## config.mk

```make
export PLATFORM = sky130hd
export DESIGN_NAME = board_scan_arbiter
export DESIGN_NICKNAME = d
export VERILOG_FILES = /design/src/rtl/tetrix_pkg.sv /design/src/rtl/board_addr_calc.sv /design/src/rtl/board_scan_arbiter.sv
export SDC_FILE = /design/constraint.sdc
export NUM_CORES = 1
export LEC_CHECK = 0
export ABC_AREA = 1
export BUFFER_PORTS_ARGS = -buffer_cell sky130_fd_sc_hd__clkbuf_2
export CAP_MARGIN = 30
export CORE_MARGIN = 1.5
export CORE_UTILIZATION = 48
export DETAILED_ROUTE_END_ITERATION = 8
export PLACE_DENSITY = 0.9
export SLEW_MARGIN = 20
export SYNTH_ARGS = -nofsm -noshare
export SYNTH_HDL_FRONTEND = slang
export SYNTH_SLANG_ARGS = --single-unit
```

## constraint.sdc

```tcl
create_clock -name i_clk -period 5.2 [get_ports i_clk]
set_input_delay 0.52 -clock i_clk [delete_from_list [all_inputs] [get_ports i_clk]]
set_output_delay 0.52 -clock i_clk [all_outputs]
set_load 0.02 [all_outputs]
```

## src/rtl/tetrix_pkg.sv

```systemverilog
// rtl/tetrix_pkg.sv - board geometry, colour width and arbiter state type shared by the board scan path
package tetrix_pkg;

   localparam int CELL_SHIFT   = 4;
   localparam int BOARD_X0     = 320;
   localparam int BOARD_Y0     = 140;
   localparam int BOARD_COLS   = 10;
   localparam int BOARD_ROWS   = 20;
   localparam int BOARD_ADDR_W = 8;
   localparam int COLOR_W      = 6;
   localparam int VBLANK_Y     = 600;

   typedef enum logic [1:0] {
      ST_IDLE   = 2'd0,
      ST_RENDER = 2'd1,
      ST_GAME   = 2'd2
   } arb_state_t;

   // Constant multiply built from shifted partial sums so no multiplier is inferred.
   function automatic logic [15:0] mul_const(input logic [15:0] a, input int k);
      logic [15:0] acc;
      acc = '0;
      for (int i = 0; i < 16; i++) begin
         if (k[i]) acc = acc + (a << i);
      end
      return acc;
   endfunction

endpackage

```

## src/rtl/board_addr_calc.sv

```systemverilog
// rtl/board_addr_calc.sv - maps the scan position to the board cell address, board flag and fetch strobe
module board_addr_calc #(
   parameter int CELL_SHIFT = tetrix_pkg::CELL_SHIFT,
   parameter int BOARD_X0   = tetrix_pkg::BOARD_X0,
   parameter int BOARD_Y0   = tetrix_pkg::BOARD_Y0,
   parameter int BOARD_COLS = tetrix_pkg::BOARD_COLS,
   parameter int BOARD_ROWS = tetrix_pkg::BOARD_ROWS,
   parameter int ADDR_W     = tetrix_pkg::BOARD_ADDR_W
) (
   input  logic [10:0]       i_px_x,
   input  logic [9:0]        i_px_y,
   output logic              o_fetch_due,
   output logic              o_in_board,
   output logic [ADDR_W-1:0] o_addr
);
   import tetrix_pkg::*;

   localparam logic [10:0] LP_X0 = 11'(BOARD_X0);
   localparam logic [10:0] LP_X1 = 11'(BOARD_X0 + (BOARD_COLS << CELL_SHIFT));
   localparam logic [9:0]  LP_Y0 = 10'(BOARD_Y0);
   localparam logic [9:0]  LP_Y1 = 10'(BOARD_Y0 + (BOARD_ROWS << CELL_SHIFT));

   logic [10:0] w_dx;
   logic [9:0]  w_dy;
   logic        w_in_x;
   logic        w_in_y;
   logic [15:0] w_col;
   logic [15:0] w_row;

   assign w_dx   = i_px_x - LP_X0;
   assign w_dy   = i_px_y - LP_Y0;
   assign w_in_x = (i_px_x >= LP_X0) && (i_px_x < LP_X1);
   assign w_in_y = (i_px_y >= LP_Y0) && (i_px_y < LP_Y1);
   assign w_col  = 16'(w_dx >> CELL_SHIFT);
   assign w_row  = 16'(w_dy >> CELL_SHIFT);

   assign o_in_board  = w_in_x && w_in_y;
   assign o_fetch_due = o_in_board && (w_dx[CELL_SHIFT-1:0] == '0);
   assign o_addr      = ADDR_W'(mul_const(w_row, BOARD_COLS) + w_col);

endmodule

```

## src/rtl/board_scan_arbiter.sv

```systemverilog
// rtl/board_scan_arbiter.sv - shares the board RAM between VGA cell fetch (priority) and game req/ack access
// Optional: TETRIX_VBLANK_WRITE_EN restricts game writes to vertical blanking.
module board_scan_arbiter #(
   parameter int CELL_SHIFT = tetrix_pkg::CELL_SHIFT,
   parameter int BOARD_X0   = tetrix_pkg::BOARD_X0,
   parameter int BOARD_Y0   = tetrix_pkg::BOARD_Y0,
   parameter int BOARD_COLS = tetrix_pkg::BOARD_COLS,
   parameter int BOARD_ROWS = tetrix_pkg::BOARD_ROWS,
   parameter int ADDR_W     = tetrix_pkg::BOARD_ADDR_W,
   parameter int DATA_W     = tetrix_pkg::COLOR_W
) (
   input  logic              i_clk,
   input  logic              i_rst_n,
   input  logic [10:0]       i_px_x,
   input  logic [9:0]        i_px_y,
   output logic [DATA_W-1:0] o_cell_color,
   output logic              o_in_board,
   input  logic              i_gl_req,
   input  logic              i_gl_we,
   input  logic [ADDR_W-1:0] i_gl_addr,
   input  logic [DATA_W-1:0] i_gl_wdata,
   output logic              o_gl_ack,
   output logic              o_gl_rvalid,
   output logic [DATA_W-1:0] o_gl_rdata,
   output logic              o_mem_en,
   output logic              o_mem_we,
   output logic [ADDR_W-1:0] o_mem_addr,
   output logic [DATA_W-1:0] o_mem_wdata,
   input  logic [DATA_W-1:0] i_mem_rdata
);
   import tetrix_pkg::*;

   localparam logic [ADDR_W-1:0] LP_CELLS = ADDR_W'(BOARD_COLS * BOARD_ROWS);

   logic              w_fetch_due;
   logic              w_in_board;
   logic [ADDR_W-1:0] w_cell_addr;
   logic              w_gl_inrange;
   logic              w_wr_block;
   arb_state_t        w_state;

   logic              r_run;
   logic              r_ack_last;
   logic              r_tag_vld;
   logic              r_tag_game;
   logic              r_tag_rd;
   logic              r_tag_oob;
   logic [DATA_W-1:0] r_color;
   logic              r_inb1;
   logic              r_inb2;

   board_addr_calc #(
      .CELL_SHIFT (CELL_SHIFT),
      .BOARD_X0   (BOARD_X0),
      .BOARD_Y0   (BOARD_Y0),
      .BOARD_COLS (BOARD_COLS),
      .BOARD_ROWS (BOARD_ROWS),
      .ADDR_W     (ADDR_W)
   ) u_addr_calc (
      .i_px_x      (i_px_x),
      .i_px_y      (i_px_y),
      .o_fetch_due (w_fetch_due),
      .o_in_board  (w_in_board),
      .o_addr      (w_cell_addr)
   );

   assign w_gl_inrange = (i_gl_addr < LP_CELLS);

`ifdef TETRIX_VBLANK_WRITE_EN
   assign w_wr_block = i_gl_we && (i_px_y < 10'(VBLANK_Y));
`else
   assign w_wr_block = 1'b0;
`endif

   // Reset gates the combinational grant so the RAM port is quiet while held in reset.
   always_comb begin
      w_state = ST_IDLE;
      if (!i_rst_n)
         w_state = ST_IDLE;
      else if (w_fetch_due)
         w_state = ST_RENDER;
      else if (i_gl_req && r_run && !w_wr_block && !r_ack_last)
         w_state = ST_GAME;
   end

   assign o_gl_ack    = (w_state == ST_GAME);
   assign o_mem_en    = (w_state == ST_RENDER) || ((w_state == ST_GAME) && w_gl_inrange);
   assign o_mem_we    = (w_state == ST_GAME) && i_gl_we && w_gl_inrange;
   assign o_mem_wdata = o_mem_we ? i_gl_wdata : '0;
   assign o_mem_addr  = (w_state == ST_RENDER) ? w_cell_addr :
                        (w_state == ST_GAME)   ? i_gl_addr   : '0;

   always_ff @(posedge i_clk or negedge i_rst_n) begin
      if (!i_rst_n) begin
         r_run      <= 1'b0;
         r_ack_last <= 1'b0;
         r_tag_vld  <= 1'b0;
         r_tag_game <= 1'b0;
         r_tag_rd   <= 1'b0;
         r_tag_oob  <= 1'b0;
         r_color    <= '0;
         r_inb1     <= 1'b0;
         r_inb2     <= 1'b0;
      end else begin
         r_run      <= 1'b1;
         r_ack_last <= o_gl_ack;
         r_tag_vld  <= (w_state != ST_IDLE);
         r_tag_game <= (w_state == ST_GAME);
         r_tag_rd   <= !i_gl_we;
         r_tag_oob  <= !w_gl_inrange;
         r_inb1     <= w_in_board;
         r_inb2     <= r_inb1;
         if (r_tag_vld && !r_tag_game)
            r_color <= i_mem_rdata;
      end
   end

   assign o_gl_rvalid  = r_tag_vld && r_tag_game && r_tag_rd;
   assign o_gl_rdata   = (o_gl_rvalid && !r_tag_oob) ? i_mem_rdata : '0;
   assign o_in_board   = r_inb2;
   assign o_cell_color = r_inb2 ? r_color : '0;

endmodule

```

==> summary.txt <==
Status
  • Status: finished clean

Clock network
  • CTS buffer count: 3
  • Post-CTS resize count: 0
  • CTS Hold Bufs: 0
  • Worst-Skew Late Latency: around 0.28 ns
  • CTS Buffer Depth: 2
  • Depth of the CTS H-tree: 1
  • Clock-pin slew on the worst setup and hold paths: ~0.080 ns
  • Root Driver: clkbuf_4
  • Clk sinks: 13
  • Setup Fix Bufs, Post-CTS: 0
  • TritonCTS clock tree: done

Synth
  • Synth area leader: dfrtp_1
  • Mapped Nets: approximately 270
  • Cells after Synth: about 210
  • Yosys cell types: 30
  • Mapped cell area: 1394 µm²
  • #FFs+latches synth: 13
  • Seq/Total Area, Yosys: 0.2334
  • Yosys warnings: 0
  • Synth area leaders: dfrtp_1 23%, nand2_1 19%, inv_1 11%, ha_1 9.0%, nor2_1 5.4%
  • Synth Area per Inst: 6.606 µm²
  • Top cell type's share of synthesized area: 0.2334

Hold path
  • Hold WC Path Type: in2async

Cells and area
  • Fillers: 237
  • N_diodes: 0
  • Final core utilization: 0.6602
  • Share of layout cells above drive strength 1: 0.3240
  • Nets: 346
  • Synthesis-to-finish area growth: 30.61%

Die
  • Core box area: 2758 µm²
  • Initial core utilization: 0.5054
  • Rows: 19
  • Die Y: 56.89 µm
  • Ports: 76
  • Die ar.: 3236 µm²
  • Die X: 56.89 µm

Global routing
  • Largest net degree at the start of global routing: 16
  • Number of global-route vias before repair: ~1,300
  • Initial antenna violation count: 0
  • First-pass GRT wire length: 5.250 mm
  • Grt total ovfl: 0
  • GRT Total Usage: 0.2024

STA
  • Hold Vio Cnt, Final: 0
  • Fmax: approximately 290 MHz
  • Fin crit share: 0.6711
  • Final setup violation count: 0
  • Slew Viols, Final: 0
  • Post-layout min period: 3.490 ns
  • RSZ-0062 raised after global routing: no
  • Clock skew: between 0.008 and 0.009 ns
  • Setup TNS: 0 ns

Worst setup path
  • Kind of critical path: in2out
  • Worst Path Arrival: 2.97 ns
  • Critical Path Source Type: input port
  • Critical Path End Type: primary output
  • CP max FO: 4
  • Critical Path RT: 4.68 ns

Detailed routing
  • Via density: 4.704
  • Via count: 1,496
  • TritonRoute pass-1 iters: 4
  • DRT antenna net count: 0
  • Initial drt markers: 60
  • Final wirelength: about 3.1 mm
  • DRC: 0
  • Post-DR wirelength/cell: 9.648 µm

Placement
  • Final Wtd Congestion: 0.7928
  • Port Buffers: 73
  • Hpwl dp: 2.666 mm

Run
  • Max Cap Violations: 0

Pwr
  • VDD IR max: ~0.12 mV
  • Total power draw: 0.3410 mW
  • PwrDens: approximately 190 nW/µm²
  • Leakage power: 1.218 nW
==> path summary, 6_finish.rpt <==
check,startpoint,endpoint,slack (ns),cells past startpoint
max in group asynchronous,i_rst_n,r_color[4],4.81,1
max reg2reg,r_tag_game,r_tag_game,4.15,5
min in group i_clk,r_inb1,o_in_board,0.36,0
min,i_rst_n,r_color[3],0.13,1
max,i_px_y[2],o_mem_addr[5],1.71,14
min reg2reg,r_inb1,o_in_board,0.36,0
==> cell type report <==
type / count / area [µm²] / share of cell area
multi-input cells: 154 / 900.9 / 0.4948
repair buffers: 73 / 365.4 / 0.2007
flip-flops and latches: 13 / 325.3 / 0.1787
inverters: 43 / 163.9 / 0.09003
well taps: 31 / 38.79 / 0.02131
clock buffers: 4 / 26.28 / 0.01443
==> where the power goes <==
part           switching, mW  leakage, nW  internal, mW  total, mW
Combinational         0.0935         1.04        0.0665      0.160
Clock                 0.0327       0.0150        0.0297     0.0625
Sequential           0.00588        0.165         0.113      0.119
Total                  0.132         1.22         0.209      0.341
==> critical path, stage by stage <==
cell and delay [ns]:
clkbuf_2 0.08, nand2_1 0.13, inv_1 0.06, or2_2 0.28
nand2_1 0.06, nand2_1 0.09, fa_1 0.48, ha_1 0.37
a21oi_1 0.23, o21ai_0 0.18, xor2_1 0.17, nand2_1 0.08
nand2_1 0.07, clkbuf_2 0.16
==> kinds of logic after synthesis <==
group / synth area share
AO/OA/AOI/OAI: 0.07092
other: 0.002690
flip-flops: 0.2334
buffers and inverters: 0.1203
XOR/XNOR: 0.05027
AND/OR/NAND/NOR: 0.3896
adder cells (fa/ha/maj): 0.1329
==> layout by cell type, fill, tap and decap left out <==
cell type,n
and3_2,1
o21ai_2,1
o211ai_1,1
nor2_2,1
inv_1,40
fa_1,3
nand3_1,11
clkbuf_2,73
xnor2_1,3
a21oi_1,4
o21ai_0,11
clkbuf_1,1
nand2_1,69
nor3b_4,1
nand4_4,1
nor2_8,1
xor2_1,5
clkbuf_4,3
a21o_1,1
or3_1,1
nor2_1,20
ha_1,10
nand3_2,2
nand2_4,1
or2_2,1
nand4_2,1
nor2_4,1
dfrtp_1,13
conb_1,1
inv_2,2
nand2_2,2
inv_4,1
==> registers in the layout (all words and copies together), names as in the netlist <==
signal      flops
r_color         6
o_in_board      1
r_inb1          1
r_run           1
r_tag_game      1
r_tag_oob       1
r_tag_rd        1
r_tag_vld       1
==> through the flow <==
step / instances / area [µm²] / hold WS [ns] / worst slack (ns)
floorplan: 211 / 1394 / 0.2244 / 2.120
detailed placement: 314 / 1794 / 0.3434 / 1.742
global placement: 314 / 1794 / 0.3323 / 1.800
CTS: 318 / 1821 / 0.1257 / 1.729
finish: 318 / 1821 / 0.1263 / 1.710
global route: 318 / 1821 / 0.1409 / 1.510
==> Yosys cell counts, drive strengths merged <==
master,n
or2,1
xnor2,3
o21ai,12
and3,1
nor3b,1
inv,43
dfrtp,13
clkbuf,1
nand3,13
o211ai,1
ha,10
or3,1
a21o,1
conb,1
a21oi,4
nand2,72
nand4,2
xor2,5
nor2,23
fa,3
==> routing by layer <==
metal	track usage	part of all wire	wire length, µm
met3	0.02995	0.068	208
met1	0.2331	0.42	1292
met4	0.06645	0.0039	12
met5	0	0	0
met2	0.3760	0.51	1555
Power figures use the tool's default switching activity.
